--- config.mk ---
export PLATFORM = sky130hd
export DESIGN_NAME = sc_gamestatus_flat
export DESIGN_NICKNAME = d
export VERILOG_FILES = /design/src/rtl/sc_game_pkg.sv /design/src/rtl/sc_gamestatus_if.sv /design/src/rtl/sc_satcounter.sv /design/src/rtl/sc_gamestatus.sv /design/src/flat_wrapper.sv
export SDC_FILE = /design/constraint.sdc
export NUM_CORES = 1
export LEC_CHECK = 0
export CELL_PAD_IN_SITES_DETAIL_PLACEMENT = 0
export CELL_PAD_IN_SITES_GLOBAL_PLACEMENT = 2
export CORE_ASPECT_RATIO = 2
export CORE_UTILIZATION = 31
export DETAILED_ROUTE_END_ITERATION = 12
export MAX_ROUTING_LAYER = met4
export PLACE_DENSITY_LB_ADDON = 0.3
export SETUP_SLACK_MARGIN = 0.1
export SYNTH_ARGS = -nofsm -noshare
export SYNTH_HDL_FRONTEND = slang
export SYNTH_HIERARCHICAL = 1
export SYNTH_SLANG_ARGS = --single-unit
--- constraint.sdc ---
create_clock -name SC_GAMESTATUS_CLOCK_50 -period 2.4 [get_ports SC_GAMESTATUS_CLOCK_50]
set_clock_uncertainty 0.05 [all_clocks]
set_input_delay 0.48 -clock SC_GAMESTATUS_CLOCK_50 [delete_from_list [all_inputs] [get_ports SC_GAMESTATUS_CLOCK_50]]
set_output_delay 0.48 -clock SC_GAMESTATUS_CLOCK_50 [all_outputs]
set_load 0.01 [all_outputs]
--- src/rtl/sc_game_pkg.sv ---
// Shared definitions for the Frogger game-status slice: FSM encoding,
// LastRegister status codes and default game dimensions.
package sc_game_pkg;

  localparam int LIVES_INIT_DEF = 3;
  localparam int LEVEL_MAX_DEF  = 4;
  localparam int HOUSES_DEF     = 5;
  localparam int LIVES_W_DEF    = $clog2(LIVES_INIT_DEF + 1);
  localparam int LEVEL_W_DEF    = $clog2(LEVEL_MAX_DEF + 1);

  localparam logic [1:0] LASTREG_LEVELDONE = 2'b00;
  localparam logic [1:0] LASTREG_HOUSE     = 2'b10;
  localparam logic [1:0] LASTREG_IDLE      = 2'b01;

  typedef enum logic [1:0] {
    ST_IDLE,
    ST_PLAY,
    ST_HOUSE_PEND,
    ST_FROZEN
  } statusState_t;

endpackage

--- src/rtl/sc_gamestatus_if.sv ---
// Command/status bundle between the game state machine (master) and the
// game-status datapath (slave). Command strobes are active-low.
interface sc_gamestatus_if
  import sc_game_pkg::*;
#(
  parameter int HOUSES  = HOUSES_DEF,
  parameter int LIVES_W = LIVES_W_DEF,
  parameter int LEVEL_W = LEVEL_W_DEF
);
  logic               SC_GAMESTATUS_StartGame_InLow;
  logic               SC_GAMESTATUS_ClearLost_InLow;
  logic               SC_GAMESTATUS_LifesSignal_InLow;
  logic               SC_GAMESTATUS_LoadLastRegister_InLow;
  logic               SC_GAMESTATUS_LoadGame_InLow;
  logic               SC_GAMESTATUS_Collision_InLow;
  logic [HOUSES-1:0]  SC_GAMESTATUS_FrogTopRow_InBUS;
  logic               SC_GAMESTATUS_MatrixComparator_OutLow;
  logic               SC_GAMESTATUS_LifesCounterComparator_OutLow;
  logic               SC_GAMESTATUS_LevelCounterComparator_OutLow;
  logic [1:0]         SC_GAMESTATUS_LastRegister_OutBUS;
  logic [LIVES_W-1:0] SC_GAMESTATUS_Lives_OutBUS;
  logic [LEVEL_W-1:0] SC_GAMESTATUS_Level_OutBUS;
  logic [HOUSES-1:0]  SC_GAMESTATUS_Houses_OutBUS;

  modport master (
    output SC_GAMESTATUS_StartGame_InLow, SC_GAMESTATUS_ClearLost_InLow,
           SC_GAMESTATUS_LifesSignal_InLow, SC_GAMESTATUS_LoadLastRegister_InLow,
           SC_GAMESTATUS_LoadGame_InLow, SC_GAMESTATUS_Collision_InLow,
           SC_GAMESTATUS_FrogTopRow_InBUS,
    input  SC_GAMESTATUS_MatrixComparator_OutLow, SC_GAMESTATUS_LifesCounterComparator_OutLow,
           SC_GAMESTATUS_LevelCounterComparator_OutLow, SC_GAMESTATUS_LastRegister_OutBUS,
           SC_GAMESTATUS_Lives_OutBUS, SC_GAMESTATUS_Level_OutBUS, SC_GAMESTATUS_Houses_OutBUS
  );

  modport slave (
    input  SC_GAMESTATUS_StartGame_InLow, SC_GAMESTATUS_ClearLost_InLow,
           SC_GAMESTATUS_LifesSignal_InLow, SC_GAMESTATUS_LoadLastRegister_InLow,
           SC_GAMESTATUS_LoadGame_InLow, SC_GAMESTATUS_Collision_InLow,
           SC_GAMESTATUS_FrogTopRow_InBUS,
    output SC_GAMESTATUS_MatrixComparator_OutLow, SC_GAMESTATUS_LifesCounterComparator_OutLow,
           SC_GAMESTATUS_LevelCounterComparator_OutLow, SC_GAMESTATUS_LastRegister_OutBUS,
           SC_GAMESTATUS_Lives_OutBUS, SC_GAMESTATUS_Level_OutBUS, SC_GAMESTATUS_Houses_OutBUS
  );
endinterface

--- src/rtl/sc_satcounter.sv ---
// Loadable up/down counter that saturates at zero and at a supplied maximum.
module sc_satcounter #(
  parameter int WIDTH = 4
) (
  input  logic             SC_SATCOUNTER_CLOCK_50,
  input  logic             SC_SATCOUNTER_RESET_InLow,
  input  logic             SC_SATCOUNTER_Load_InHigh,
  input  logic [WIDTH-1:0] SC_SATCOUNTER_LoadValue_InBUS,
  input  logic             SC_SATCOUNTER_Enable_InHigh,
  input  logic             SC_SATCOUNTER_CountUp_InHigh,
  input  logic [WIDTH-1:0] SC_SATCOUNTER_MaxValue_InBUS,
  output logic [WIDTH-1:0] SC_SATCOUNTER_Count_OutBUS
);

  logic [WIDTH-1:0] count;

  always_ff @(posedge SC_SATCOUNTER_CLOCK_50 or negedge SC_SATCOUNTER_RESET_InLow) begin
    if (!SC_SATCOUNTER_RESET_InLow) begin
      count <= '0;
    end else if (SC_SATCOUNTER_Load_InHigh) begin
      count <= SC_SATCOUNTER_LoadValue_InBUS;
    end else if (SC_SATCOUNTER_Enable_InHigh) begin
      if (SC_SATCOUNTER_CountUp_InHigh) begin
        if (count < SC_SATCOUNTER_MaxValue_InBUS) count <= count + WIDTH'(1);
      end else begin
        if (count != '0) count <= count - WIDTH'(1);
      end
    end
  end

  assign SC_SATCOUNTER_Count_OutBUS = count;

endmodule

--- src/rtl/sc_gamestatus.sv ---
// Frogger game-status datapath: executes the state machine's active-low
// strobes and reports lives/level/goal-row status, all decoded from registers.
module sc_gamestatus
  import sc_game_pkg::*;
#(
  parameter int LIVES_INIT = LIVES_INIT_DEF,
  parameter int LEVEL_MAX  = LEVEL_MAX_DEF,
  parameter int HOUSES     = HOUSES_DEF
) (
  input  logic           SC_GAMESTATUS_CLOCK_50,
  input  logic           SC_GAMESTATUS_RESET_InLow,
  sc_gamestatus_if.slave bus
);

  localparam int LIVES_W = $clog2(LIVES_INIT + 1);
  localparam int LEVEL_W = $clog2(LEVEL_MAX + 1);
  localparam logic [HOUSES-1:0] ALL_HOUSES = '1;

  function automatic logic isOneHot(input logic [HOUSES-1:0] v);
    return (v != '0) && ((v & (v - HOUSES'(1))) == '0);
  endfunction

  statusState_t      state;
  logic [HOUSES-1:0] houses;
  logic [HOUSES-1:0] slot;
  logic              lost;
  logic              armed;
  logic [LIVES_W-1:0] lives;
  logic [LEVEL_W-1:0] level;

  logic [HOUSES-1:0] frog;
  logic              collisionN;
  assign frog       = bus.SC_GAMESTATUS_FrogTopRow_InBUS;
  assign collisionN = bus.SC_GAMESTATUS_Collision_InLow;

  // Only the highest-priority low strobe is decoded; the rest are masked.
  logic cmdStart, cmdClear, cmdLife, cmdHouse, cmdLevel, cmdAny;
  assign cmdStart = ~bus.SC_GAMESTATUS_StartGame_InLow;
  assign cmdClear = ~cmdStart & ~bus.SC_GAMESTATUS_ClearLost_InLow;
  assign cmdLife  = ~cmdStart & ~cmdClear & ~bus.SC_GAMESTATUS_LifesSignal_InLow;
  assign cmdHouse = ~cmdStart & ~cmdClear & ~cmdLife & ~bus.SC_GAMESTATUS_LoadLastRegister_InLow;
  assign cmdLevel = ~cmdStart & ~cmdClear & ~cmdLife & ~cmdHouse & ~bus.SC_GAMESTATUS_LoadGame_InLow;
  assign cmdAny   = cmdStart | cmdClear | cmdLife | cmdHouse | cmdLevel;

  logic lifeGo, levelGo, capture;
  assign lifeGo  = cmdLife && (state != ST_FROZEN);
  assign levelGo = cmdLevel && (state == ST_PLAY) && (houses == ALL_HOUSES)
                   && (level < LEVEL_W'(LEVEL_MAX));
  assign capture = !cmdAny && (state == ST_PLAY) && armed && !lost && collisionN
                   && isOneHot(frog) && ((frog & houses) == '0);

  sc_satcounter #(.WIDTH(LIVES_W)) livesCounter (
    .SC_SATCOUNTER_CLOCK_50        (SC_GAMESTATUS_CLOCK_50),
    .SC_SATCOUNTER_RESET_InLow     (SC_GAMESTATUS_RESET_InLow),
    .SC_SATCOUNTER_Load_InHigh     (cmdStart),
    .SC_SATCOUNTER_LoadValue_InBUS (LIVES_W'(LIVES_INIT)),
    .SC_SATCOUNTER_Enable_InHigh   (lifeGo),
    .SC_SATCOUNTER_CountUp_InHigh  (1'b0),
    .SC_SATCOUNTER_MaxValue_InBUS  (LIVES_W'(LIVES_INIT)),
    .SC_SATCOUNTER_Count_OutBUS    (lives)
  );

  sc_satcounter #(.WIDTH(LEVEL_W)) levelCounter (
    .SC_SATCOUNTER_CLOCK_50        (SC_GAMESTATUS_CLOCK_50),
    .SC_SATCOUNTER_RESET_InLow     (SC_GAMESTATUS_RESET_InLow),
    .SC_SATCOUNTER_Load_InHigh     (cmdStart),
    .SC_SATCOUNTER_LoadValue_InBUS ('0),
    .SC_SATCOUNTER_Enable_InHigh   (levelGo),
    .SC_SATCOUNTER_CountUp_InHigh  (1'b1),
    .SC_SATCOUNTER_MaxValue_InBUS  (LEVEL_W'(LEVEL_MAX)),
    .SC_SATCOUNTER_Count_OutBUS    (level)
  );

  always_ff @(posedge SC_GAMESTATUS_CLOCK_50 or negedge SC_GAMESTATUS_RESET_InLow) begin
    if (!SC_GAMESTATUS_RESET_InLow) begin
      state  <= ST_IDLE;
      houses <= '0;
      lost   <= 1'b0;
      armed  <= 1'b0;
    end else if (cmdStart) begin
      state  <= ST_PLAY;
      houses <= '0;
      lost   <= 1'b0;
      armed  <= 1'b0;
    end else if (cmdClear) begin
      state <= ST_FROZEN;
    end else if (cmdLife) begin
      if (state != ST_FROZEN) begin
        lost  <= 1'b0;
        armed <= 1'b0;
        state <= ST_PLAY;
      end
    end else if (cmdHouse) begin
      if (state == ST_HOUSE_PEND) begin
        houses <= houses | slot;
        armed  <= 1'b0;
        state  <= ST_PLAY;
      end
    end else if (cmdLevel) begin
      if (levelGo) begin
        houses <= '0;
        armed  <= 1'b0;
      end
    end else if (state == ST_PLAY) begin
      // A fresh frog must be seen clear of the goal row and hazards before it can score or die.
      if (!armed) begin
        if (frog == '0 && collisionN) armed <= 1'b1;
      end else if (!lost) begin
        if (!collisionN)       lost  <= 1'b1;
        else if (capture)      state <= ST_HOUSE_PEND;
        else if (frog != '0)   lost  <= 1'b1;
      end
    end
  end

  always_ff @(posedge SC_GAMESTATUS_CLOCK_50) begin
    if (capture) slot <= frog;
  end

  assign bus.SC_GAMESTATUS_MatrixComparator_OutLow       = ~lost;
  assign bus.SC_GAMESTATUS_LifesCounterComparator_OutLow = ~((state != ST_IDLE) && (lives == '0));
  assign bus.SC_GAMESTATUS_LevelCounterComparator_OutLow = ~(level == LEVEL_W'(LEVEL_MAX));
  assign bus.SC_GAMESTATUS_LastRegister_OutBUS =
      (houses == ALL_HOUSES)     ? LASTREG_LEVELDONE :
      (state == ST_HOUSE_PEND)   ? LASTREG_HOUSE     : LASTREG_IDLE;
  assign bus.SC_GAMESTATUS_Lives_OutBUS  = lives;
  assign bus.SC_GAMESTATUS_Level_OutBUS  = level;
  assign bus.SC_GAMESTATUS_Houses_OutBUS = houses;

endmodule

--- src/flat_wrapper.sv ---
// flat-port wrapper written by rule: the top's interface ports become plain ports
module sc_gamestatus_flat import sc_game_pkg::*;
#(
  parameter int LIVES_INIT = LIVES_INIT_DEF,
  parameter int LEVEL_MAX  = LEVEL_MAX_DEF,
  parameter int HOUSES     = HOUSES_DEF
)
  (SC_GAMESTATUS_CLOCK_50, SC_GAMESTATUS_RESET_InLow, bus_SC_GAMESTATUS_StartGame_InLow, bus_SC_GAMESTATUS_ClearLost_InLow, bus_SC_GAMESTATUS_LifesSignal_InLow, bus_SC_GAMESTATUS_LoadLastRegister_InLow, bus_SC_GAMESTATUS_LoadGame_InLow, bus_SC_GAMESTATUS_Collision_InLow, bus_SC_GAMESTATUS_FrogTopRow_InBUS, bus_SC_GAMESTATUS_MatrixComparator_OutLow, bus_SC_GAMESTATUS_LifesCounterComparator_OutLow, bus_SC_GAMESTATUS_LevelCounterComparator_OutLow, bus_SC_GAMESTATUS_LastRegister_OutBUS, bus_SC_GAMESTATUS_Lives_OutBUS, bus_SC_GAMESTATUS_Level_OutBUS, bus_SC_GAMESTATUS_Houses_OutBUS);
  sc_gamestatus_if #(.HOUSES(HOUSES)) bus_i ();
  input  logic SC_GAMESTATUS_CLOCK_50;
  input  logic SC_GAMESTATUS_RESET_InLow;
  input wire logic [$bits(bus_i.SC_GAMESTATUS_StartGame_InLow)-1:0] bus_SC_GAMESTATUS_StartGame_InLow;
  input wire logic [$bits(bus_i.SC_GAMESTATUS_ClearLost_InLow)-1:0] bus_SC_GAMESTATUS_ClearLost_InLow;
  input wire logic [$bits(bus_i.SC_GAMESTATUS_LifesSignal_InLow)-1:0] bus_SC_GAMESTATUS_LifesSignal_InLow;
  input wire logic [$bits(bus_i.SC_GAMESTATUS_LoadLastRegister_InLow)-1:0] bus_SC_GAMESTATUS_LoadLastRegister_InLow;
  input wire logic [$bits(bus_i.SC_GAMESTATUS_LoadGame_InLow)-1:0] bus_SC_GAMESTATUS_LoadGame_InLow;
  input wire logic [$bits(bus_i.SC_GAMESTATUS_Collision_InLow)-1:0] bus_SC_GAMESTATUS_Collision_InLow;
  input wire logic [$bits(bus_i.SC_GAMESTATUS_FrogTopRow_InBUS)-1:0] bus_SC_GAMESTATUS_FrogTopRow_InBUS;
  output wire logic [$bits(bus_i.SC_GAMESTATUS_MatrixComparator_OutLow)-1:0] bus_SC_GAMESTATUS_MatrixComparator_OutLow;
  output wire logic [$bits(bus_i.SC_GAMESTATUS_LifesCounterComparator_OutLow)-1:0] bus_SC_GAMESTATUS_LifesCounterComparator_OutLow;
  output wire logic [$bits(bus_i.SC_GAMESTATUS_LevelCounterComparator_OutLow)-1:0] bus_SC_GAMESTATUS_LevelCounterComparator_OutLow;
  output wire logic [$bits(bus_i.SC_GAMESTATUS_LastRegister_OutBUS)-1:0] bus_SC_GAMESTATUS_LastRegister_OutBUS;
  output wire logic [$bits(bus_i.SC_GAMESTATUS_Lives_OutBUS)-1:0] bus_SC_GAMESTATUS_Lives_OutBUS;
  output wire logic [$bits(bus_i.SC_GAMESTATUS_Level_OutBUS)-1:0] bus_SC_GAMESTATUS_Level_OutBUS;
  output wire logic [$bits(bus_i.SC_GAMESTATUS_Houses_OutBUS)-1:0] bus_SC_GAMESTATUS_Houses_OutBUS;
  assign bus_i.SC_GAMESTATUS_StartGame_InLow = bus_SC_GAMESTATUS_StartGame_InLow;
  assign bus_i.SC_GAMESTATUS_ClearLost_InLow = bus_SC_GAMESTATUS_ClearLost_InLow;
  assign bus_i.SC_GAMESTATUS_LifesSignal_InLow = bus_SC_GAMESTATUS_LifesSignal_InLow;
  assign bus_i.SC_GAMESTATUS_LoadLastRegister_InLow = bus_SC_GAMESTATUS_LoadLastRegister_InLow;
  assign bus_i.SC_GAMESTATUS_LoadGame_InLow = bus_SC_GAMESTATUS_LoadGame_InLow;
  assign bus_i.SC_GAMESTATUS_Collision_InLow = bus_SC_GAMESTATUS_Collision_InLow;
  assign bus_i.SC_GAMESTATUS_FrogTopRow_InBUS = bus_SC_GAMESTATUS_FrogTopRow_InBUS;
  assign bus_SC_GAMESTATUS_MatrixComparator_OutLow = bus_i.SC_GAMESTATUS_MatrixComparator_OutLow;
  assign bus_SC_GAMESTATUS_LifesCounterComparator_OutLow = bus_i.SC_GAMESTATUS_LifesCounterComparator_OutLow;
  assign bus_SC_GAMESTATUS_LevelCounterComparator_OutLow = bus_i.SC_GAMESTATUS_LevelCounterComparator_OutLow;
  assign bus_SC_GAMESTATUS_LastRegister_OutBUS = bus_i.SC_GAMESTATUS_LastRegister_OutBUS;
  assign bus_SC_GAMESTATUS_Lives_OutBUS = bus_i.SC_GAMESTATUS_Lives_OutBUS;
  assign bus_SC_GAMESTATUS_Level_OutBUS = bus_i.SC_GAMESTATUS_Level_OutBUS;
  assign bus_SC_GAMESTATUS_Houses_OutBUS = bus_i.SC_GAMESTATUS_Houses_OutBUS;
  sc_gamestatus #(.LIVES_INIT(LIVES_INIT), .LEVEL_MAX(LEVEL_MAX), .HOUSES(HOUSES)) u_core (.SC_GAMESTATUS_CLOCK_50(SC_GAMESTATUS_CLOCK_50), .SC_GAMESTATUS_RESET_InLow(SC_GAMESTATUS_RESET_InLow), .bus(bus_i));
endmodule
==> results of run 1 <==
[cells in the mapped netlist (2+ instances only)]
| cell | number |
|---|---|
| nand2b_1 | 2 |
| o21a_1 | 4 |
| buf_2 | 3 |
| xnor2_1 | 2 |
| a21oi_1 | 4 |
| nor3_1 | 6 |
| edfxtp_1 | 5 |
| nor4_1 | 2 |
| a2111oi_0 | 2 |
| conb_1 | 2 |
| mux2i_1 | 2 |
| and2_1 | 3 |
| and4_1 | 2 |
| o21ai_1 | 3 |
| nor2_1 | 8 |
| a221o_1 | 2 |
| mux2_2 | 2 |
| nand3b_1 | 4 |
| o21ai_0 | 5 |
| nand2_1 | 10 |
| clkbuf_1 | 2 |
| a22o_1 | 6 |
| nor3b_1 | 2 |
| o221ai_1 | 2 |
| nand3_1 | 3 |
| nor2b_1 | 5 |
| dfrtp_1 | 14 |
| inv_1 | 10 |
| ha_1 | 3 |
[path summary, 6_finish.rpt]
kind	start	to	slack, ns	depth (start not counted)
worst max-delay path	bus_SC_GAMESTATUS_LoadGame_InLow	u_core/slot[2]$_DFFE_PP_	0.19	6
worst min-delay path	u_core/slot[4]$_DFFE_PP_	u_core/bus.SC_GAMESTATUS_Houses_OutBUS[4]$_DFFE_PN0P_	0.42	1
worst max register to register	u_core/bus.SC_GAMESTATUS_Houses_OutBUS[3]$_DFFE_PN0P_	flop	0.39	7
worst min register to register	u_core/slot[4]$_DFFE_PP_	u_core/bus.SC_GAMESTATUS_Houses_OutBUS[4]$_DFFE_PN0P_	0.42	1
max in group asynchronous	SC_GAMESTATUS_RESET_InLow	asynchronous set/reset pin	1.27	1
min in group asynchronous	SC_GAMESTATUS_RESET_InLow	u_core/lost$_DFFE_PN0P_	0.59	1
[stage by stage]
step                utilization (%)  setup WS, ns  hold WS, ns  std cells  cell area, um^2
floorplan                         -         0.218        0.134        165             1450
global placement               43.6        -0.196        0.398        256             1870
detailed placement             43.6        -0.320        0.403        256             1870
CTS                            45.1        0.0843        0.424        261             1940
global route                   46.2         0.103        0.434        263             1990
finish                         46.2         0.193        0.420        263             1990
[timing repair]
action	4_1_cts	5_1_grt
pin swaps	2	5
setup endpoints to repair	4	10
gates resized for setup	4	10
hold buffers	0	0
setup buffers	1	2
[state kept, by name (all words and copies together), names as in the netlist]
| signal | cells |
|---|---|
| u_core/armed | 1 |
| u_core/bus.SC_GAMESTATUS_Houses_OutBUS | 5 |
| u_core/levelCounter/SC_SATCOUNTER_Count_OutBUS | 3 |
| u_core/livesCounter/SC_SATCOUNTER_Count_OutBUS | 2 |
| u_core/lost | 1 |
| u_core/slot | 5 |
| u_core/state | 2 |
[layout make-up]
| cell class | count | area [um^2] |
|---|---|---|
| inverters | 11 | 42.5 |
| well taps | 54 | 67.6 |
| multi-input cells | 129 | 907 |
| clock buffers | 4 | 45.0 |
| repair buffers | 46 | 424 |
| flip-flops and latches | 19 | 500 |
| fillers | 444 | 2310 |
[logic make-up (layout without fill, tap and decap cells)]
| group | Yosys count | after routing | share of synthesized area, % |
|---|---|---|---|
| adder cells (fa/ha/maj) | 4 | 4 | 4.15 |
| AND/OR/NAND/NOR | 54 | 54 | 22.6 |
| buffers and inverters | 17 | 61 | 5.23 |
| XOR/XNOR | 3 | 3 | 1.90 |
| multiplexers | 4 | 4 | 3.07 |
| other | 2 | 18 | 0.542 |
| AO/OA/AOI/OAI | 46 | 46 | 26.4 |
| flip-flops | 19 | 19 | 36.1 |
[routing by layer]
layer	vias to the layer above	GRT usage [%]	routed length (um)
met5	-	-	0
met1	649	17.7	1370
met2	45	38.0	2340
met3	11	1.88	113
met4	0	9.56	137
li1	662	-	-
[critical path: stages]
cell	delay, ns
clkdlybuf4s50_1	0.49
buf_4	0.14
nand3_2	0.06
or3_4	0.40
a2111oi_4	0.32
buf_4	0.22
[where the power goes]
part	internal, mW	leakage [nW]	total [mW]	switching [mW]
Clock	0.118	0.0228	0.226	0.108
Sequential	0.350	0.224	0.385	0.0349
Combinational	0.145	0.641	0.272	0.127
==> reports/metrics.cfg, run 1 <==
[die]
die-area_um2=4760
dieWidth_um=49.3
die_y_um=96.6
rows=34
start_util_pct=32.3
io_pins=28
design.core.area_um2=4300

[yosys]
synth-edff-count=5
async_reset_ff_share_pct=73.7
synth.distinct_cells=58
synth_top_cell_by_area=dfrtp_1
synth_seq_cells=19
synth-main-ff-cell=dfrtp_1
synth.top_cell.area_share_pct=25.3
syn_avg_cell_area_um2=9.30
yosys_warnings=6
yosysSeqAreaShare_pct=36.1
syn_inst=149
synth_area_leaders=dfrtp_1, edfxtp_1, a22o_1
synth.cell_area_um2=1390

[clock_tree]
cts.sinks=19
clock_latency_ns=0.25
cts_root_buffer=clkbuf_8
cts_tree=built
clkSlewWorstSetupHoldPaths_ns=0.07
cts.htree.levels=1
cts_buffers=3
clk_path_buf_depth=2

[final_layout]
layout-drive-gt1-share_pct=17.2
layout_common_cells=clkdlybuf4s50_1, buf_4, conb_1
layout_commonest_cell=clkdlybuf4s50_1
area_delta_synth_final_pct=43.3
nets=227
antenna_cells=0

[worst_setup_path]
start_kind=input port
cp-end-kind=flop
cp_data_required_time_ns=2.32
critPathArrivalTime_ns=2.12
crit_fanout=7
critPathKind=input port to flop

[global_route]
grt_pass1_wl_um=6670
overflow=0
first_global_vias=1411
grt_max_degree=15
antenna_found_initial=0
grt_usage_pct=19.2

[place]
gp_congestion=0.866
hpwl_um=3140
port_buffers=27

[power]
ir_drop_mv=0.341
p_leak_nw=0.888
p_total_mw=0.882
powerDensity_nw_per_um2=444

[detailed_routing]
wl_per_cell_um=15.1
drt-total-wl_um=3960
num_vias=1367
remaining_drc_errors=0
drt_iter0_drc=20
antenna_left=0
firstDrtPassIters=4
vias_per_cell=5.20

[timing]
setup_viol=0
tns_ns=0
hold_violations=0
maxSlewViolCount=0
rsz0062_at_grt=no
slew_headroom_pct=53.5
tightestPinTransition_ns=0.696
fin_crit_sh_pct=92.0
fmax_ghz=0.453
finalCriticalPeriod_ns=2.21

[run_status]
status=finished clean

[job]
maxCapViolations=0

[hold_path]
min_path_type=flop to flop

Power figures use the tool's default switching activity.
==> inputs of run 2 (changes only) <==
--- a/config.mk
+++ b/config.mk
@@ -5,12 +5,12 @@
 export SDC_FILE = /design/constraint.sdc
 export NUM_CORES = 1
 export LEC_CHECK = 0
+export ABC_AREA = 1
 export CELL_PAD_IN_SITES_DETAIL_PLACEMENT = 0
 export CELL_PAD_IN_SITES_GLOBAL_PLACEMENT = 2
 export CORE_ASPECT_RATIO = 2
-export CORE_UTILIZATION = 31
+export CORE_UTILIZATION = 27
 export DETAILED_ROUTE_END_ITERATION = 12
-export MAX_ROUTING_LAYER = met4
 export PLACE_DENSITY_LB_ADDON = 0.3
 export SETUP_SLACK_MARGIN = 0.1
 export SYNTH_ARGS = -nofsm -noshare
==> run 2 against run 1 <==
Net effect:
- synthesized cell count up 53%
- routed wire length down 2.9%
- final cell count up 28%
- cell area down 3.0%
- count of clock-buffer cells in the layout down 1
- hold slack better by 0.072 ns
- critical endpoint is now bus_SC_GAMESTATUS_LastRegister_OutBUS[1]
==> reports/metrics.cfg, run 2 <==
[clock_tree]
cts_tree=built
clkSlewWorstSetupHoldPaths_ns=0.08  ; about the same
cts.sinks=19  ; unchanged
cts_root_buffer=clkbuf_8
cts_resized=0  ; -4
cts.htree.levels=1  ; unchanged
cts_buffers=3  ; unchanged
clk_path_buf_depth=2  ; unchanged
clock_latency_ns=0.26  ; about the same
hold_buffers=0  ; unchanged
cts_setup_buffers=0  ; -1

[yosys]
synth-main-ff-cell=dfrtp_1
synth.top_cell.area_share_pct=24.2  ; -1.1 points
netlist_top_cells_count=nand2_1, inv_1, nor2_1
yosysSeqAreaShare_pct=34.6  ; -1.5 points
syn_inst=228  ; +53%
yosys.cell_count.top_type=nand2_1
synth_area_leaders=dfrtp_1, nand2_1, edfxtp_1
synth-edff-count=5  ; unchanged
synth_seq_cells=19  ; unchanged
synth_top_cell_by_area=dfrtp_1
yosys_warnings=6  ; unchanged
async_reset_ff_share_pct=73.7  ; unchanged
syn_avg_cell_area_um2=6.35  ; -32%
synth.cell_area_um2=1450  ; +4.4%
synth.distinct_cells=24  ; -59%

[die]
io_pins=28  ; unchanged
start_util_pct=28.2  ; -4.1 points
die_y_um=106  ; +9.3%
design.core.area_um2=5140  ; +20%
rows=37  ; +8.8%
dieWidth_um=53.8  ; +9.1%
die-area_um2=5680  ; +19%

[power]
ir_drop_mv=0.270  ; -21%
p_leak_nw=0.984  ; +11%
powerDensity_nw_per_um2=574  ; +29%

[worst_setup_path]
crit_fanout=5  ; -2
cp-startpoint=u_core/bus.SC_GAMESTATUS_Houses_OutBUS[4]$_DFFE_PN0P_
critPathArrivalTime_ns=1.68  ; -0.44 ns
critPathTopFamily=buffers and inverters
start_kind=flop
critPathKind=flop to output port
slowest_delay_ns=0.58  ; +0.09 ns
cp_data_required_time_ns=1.87  ; -0.45 ns
r2r_start=u_core/state[1]$_DFFE_PN0P_
path_buf_inv=1  ; -2
cp-end-kind=output port
crit_chain=nand3_1 -> nor2_1 -> nor3_1 -> clkdlybuf4s50_1
critPathSlowestCell=clkdlybuf4s50_1

[timing]
maxSlewViolCount=0  ; unchanged
fin_crit_sh_pct=92.0  ; about the same
slew_headroom_pct=53.6  ; +0.15 points
setup_viol=0  ; unchanged
tightestPinTransition_ns=0.694  ; -0.00229 ns
finalCriticalPeriod_ns=2.21  ; +0.000671 ns
rsz0062_at_grt=no
fin_hold_ws_ns=0.492  ; +0.0723 ns
hold_violations=0  ; unchanged
tns_ns=0  ; unchanged
fmax_ghz=0.453  ; about the same

[global_route]
grt_usage_pct=15.8  ; -3.3 points
grt_max_degree=15  ; unchanged
first_global_vias=1463  ; +3.7%
antenna_found_initial=0  ; unchanged
overflow=0  ; unchanged
grt_pass1_wl_um=6470  ; -3.1%

[final_layout]
area_delta_synth_final_pct=33.1
antenna_cells=0  ; unchanged
design_area_um2=1930  ; -3.0%
nets=296  ; +30%
layout_commonest_cell=nand2_1
layout_common_cells=nand2_1, inv_1, clkdlybuf4s50_1
fin_util_pct=37.5  ; -8.7 points
layout-drive-gt1-share_pct=8.63  ; -8.6 points
nFillCells=578  ; +30%

[detailed_routing]
firstDrtPassIters=4  ; unchanged
drt_iter0_drc=16  ; -20%
drt-total-wl_um=3850  ; -2.9%
num_vias=1488  ; +8.9%
vias_per_cell=4.43  ; -15%
antenna_left=0  ; unchanged
wl_per_cell_um=11.4  ; -24%
remaining_drc_errors=0  ; unchanged

[place]
placed_cell_area_um2=1880  ; +0.33%
hpwl_um=3240  ; +3.4%
port_buffers=27  ; unchanged
gp_congestion=0.721  ; -17%

[job]
maxCapViolations=0  ; unchanged

[hold_path]
worstHoldStart=u_core/slot[0]$_DFFE_PP_
min_path_type=flop to flop

[run_status]
status=finished clean

-- run 2: cell count changes after synthesis, moves of 5 or more --
cell     before  now
o21ai_0       5   10
nor2b_1       5    0
nand2_1      10   84
nor2_1        8   26
inv_1        10   29
nand2_2       1    6
a22o_1        6    0
nand3_1       3   16
-- run 2: per-layer routing --
layer | global-route usage (%) | up-vias | part of all wire (%)
met5 | 0 | - | 0
met4 | 8.08 | 0 | 2.5
met3 | 1.73 | 6 | 1.5
met2 | 30.2 | 19 | 60
met1 | 15.0 | 664 | 36
li1 | - | 799 | -
-- run 2: through the flow --
step,cells,worst slack (ns),power [mW]
2_1_floorplan,242,0.525,0.688
3_3_place_gp,332,0.199,0.889
3_5_place_dp,332,0.197,0.893
4_1_cts,336,0.173,1.13
5_1_grt,336,0.120,1.20
6_report,336,0.192,1.11
-- run 2: final timing paths --
kind / slack, ns / to / cells after the start
min reg2reg: 0.49 / u_core/bus.SC_GAMESTATUS_Houses_OutBUS[0]$_DFFE_PN0P_ / 2
max: 0.19 / bus_SC_GAMESTATUS_LastRegister_OutBUS[1] / 4
max reg2reg: 0.76 / u_core/slot[4]$_DFFE_PP_ / 6
max in group asynchronous: 1.28 / u_core/bus.SC_GAMESTATUS_Houses_OutBUS[0]$_DFFE_PN0P_ / 1
min in group asynchronous: 0.58 / asynchronous set/reset pin / 1
min: 0.49 / u_core/bus.SC_GAMESTATUS_Houses_OutBUS[0]$_DFFE_PN0P_ / 2
-- run 2: logic make-up after synthesis --
logic type | Yosys count | synth area share (%)
buffers and inverters | 33 | 8.56
AO/OA/AOI/OAI | 25 | 9.68
other | 2 | 0.519
flip-flops | 19 | 34.6
AND/OR/NAND/NOR | 145 | 42.7
adder cells (fa/ha/maj) | 4 | 3.98
-- run 2: area by class of cell --
| class | instances | area (um^2) | area share (%) |
|---|---|---|---|
| clock inverters | 1 | 5.00 | 0.260 |
| inverters | 33 | 124 | 6.43 |
| repair buffers | 32 | 308 | 16.0 |
| well taps | 58 | 72.6 | 3.77 |
| multi-input cells | 190 | 876 | 45.5 |
| clock buffers | 3 | 41.3 | 2.14 |
| flip-flops and latches | 19 | 500 | 26.0 |
-- run 2: power breakdown --
part	leakage, nW	internal (mW)	total (mW)	switching (mW)
Sequential	0.224	0.369	0.441	0.0719
Combinational	0.734	0.208	0.434	0.226
Clock	0.0255	0.116	0.231	0.115
-- run 2: worst register-to-register path, cell delays in order (launching register included) --
cell	delay [ns]
dfrtp_1	0.42
inv_1	0.14
nand2_1	0.11
inv_1	0.12
nand4_1	0.12
nor4_1	0.20
buf_4	0.19
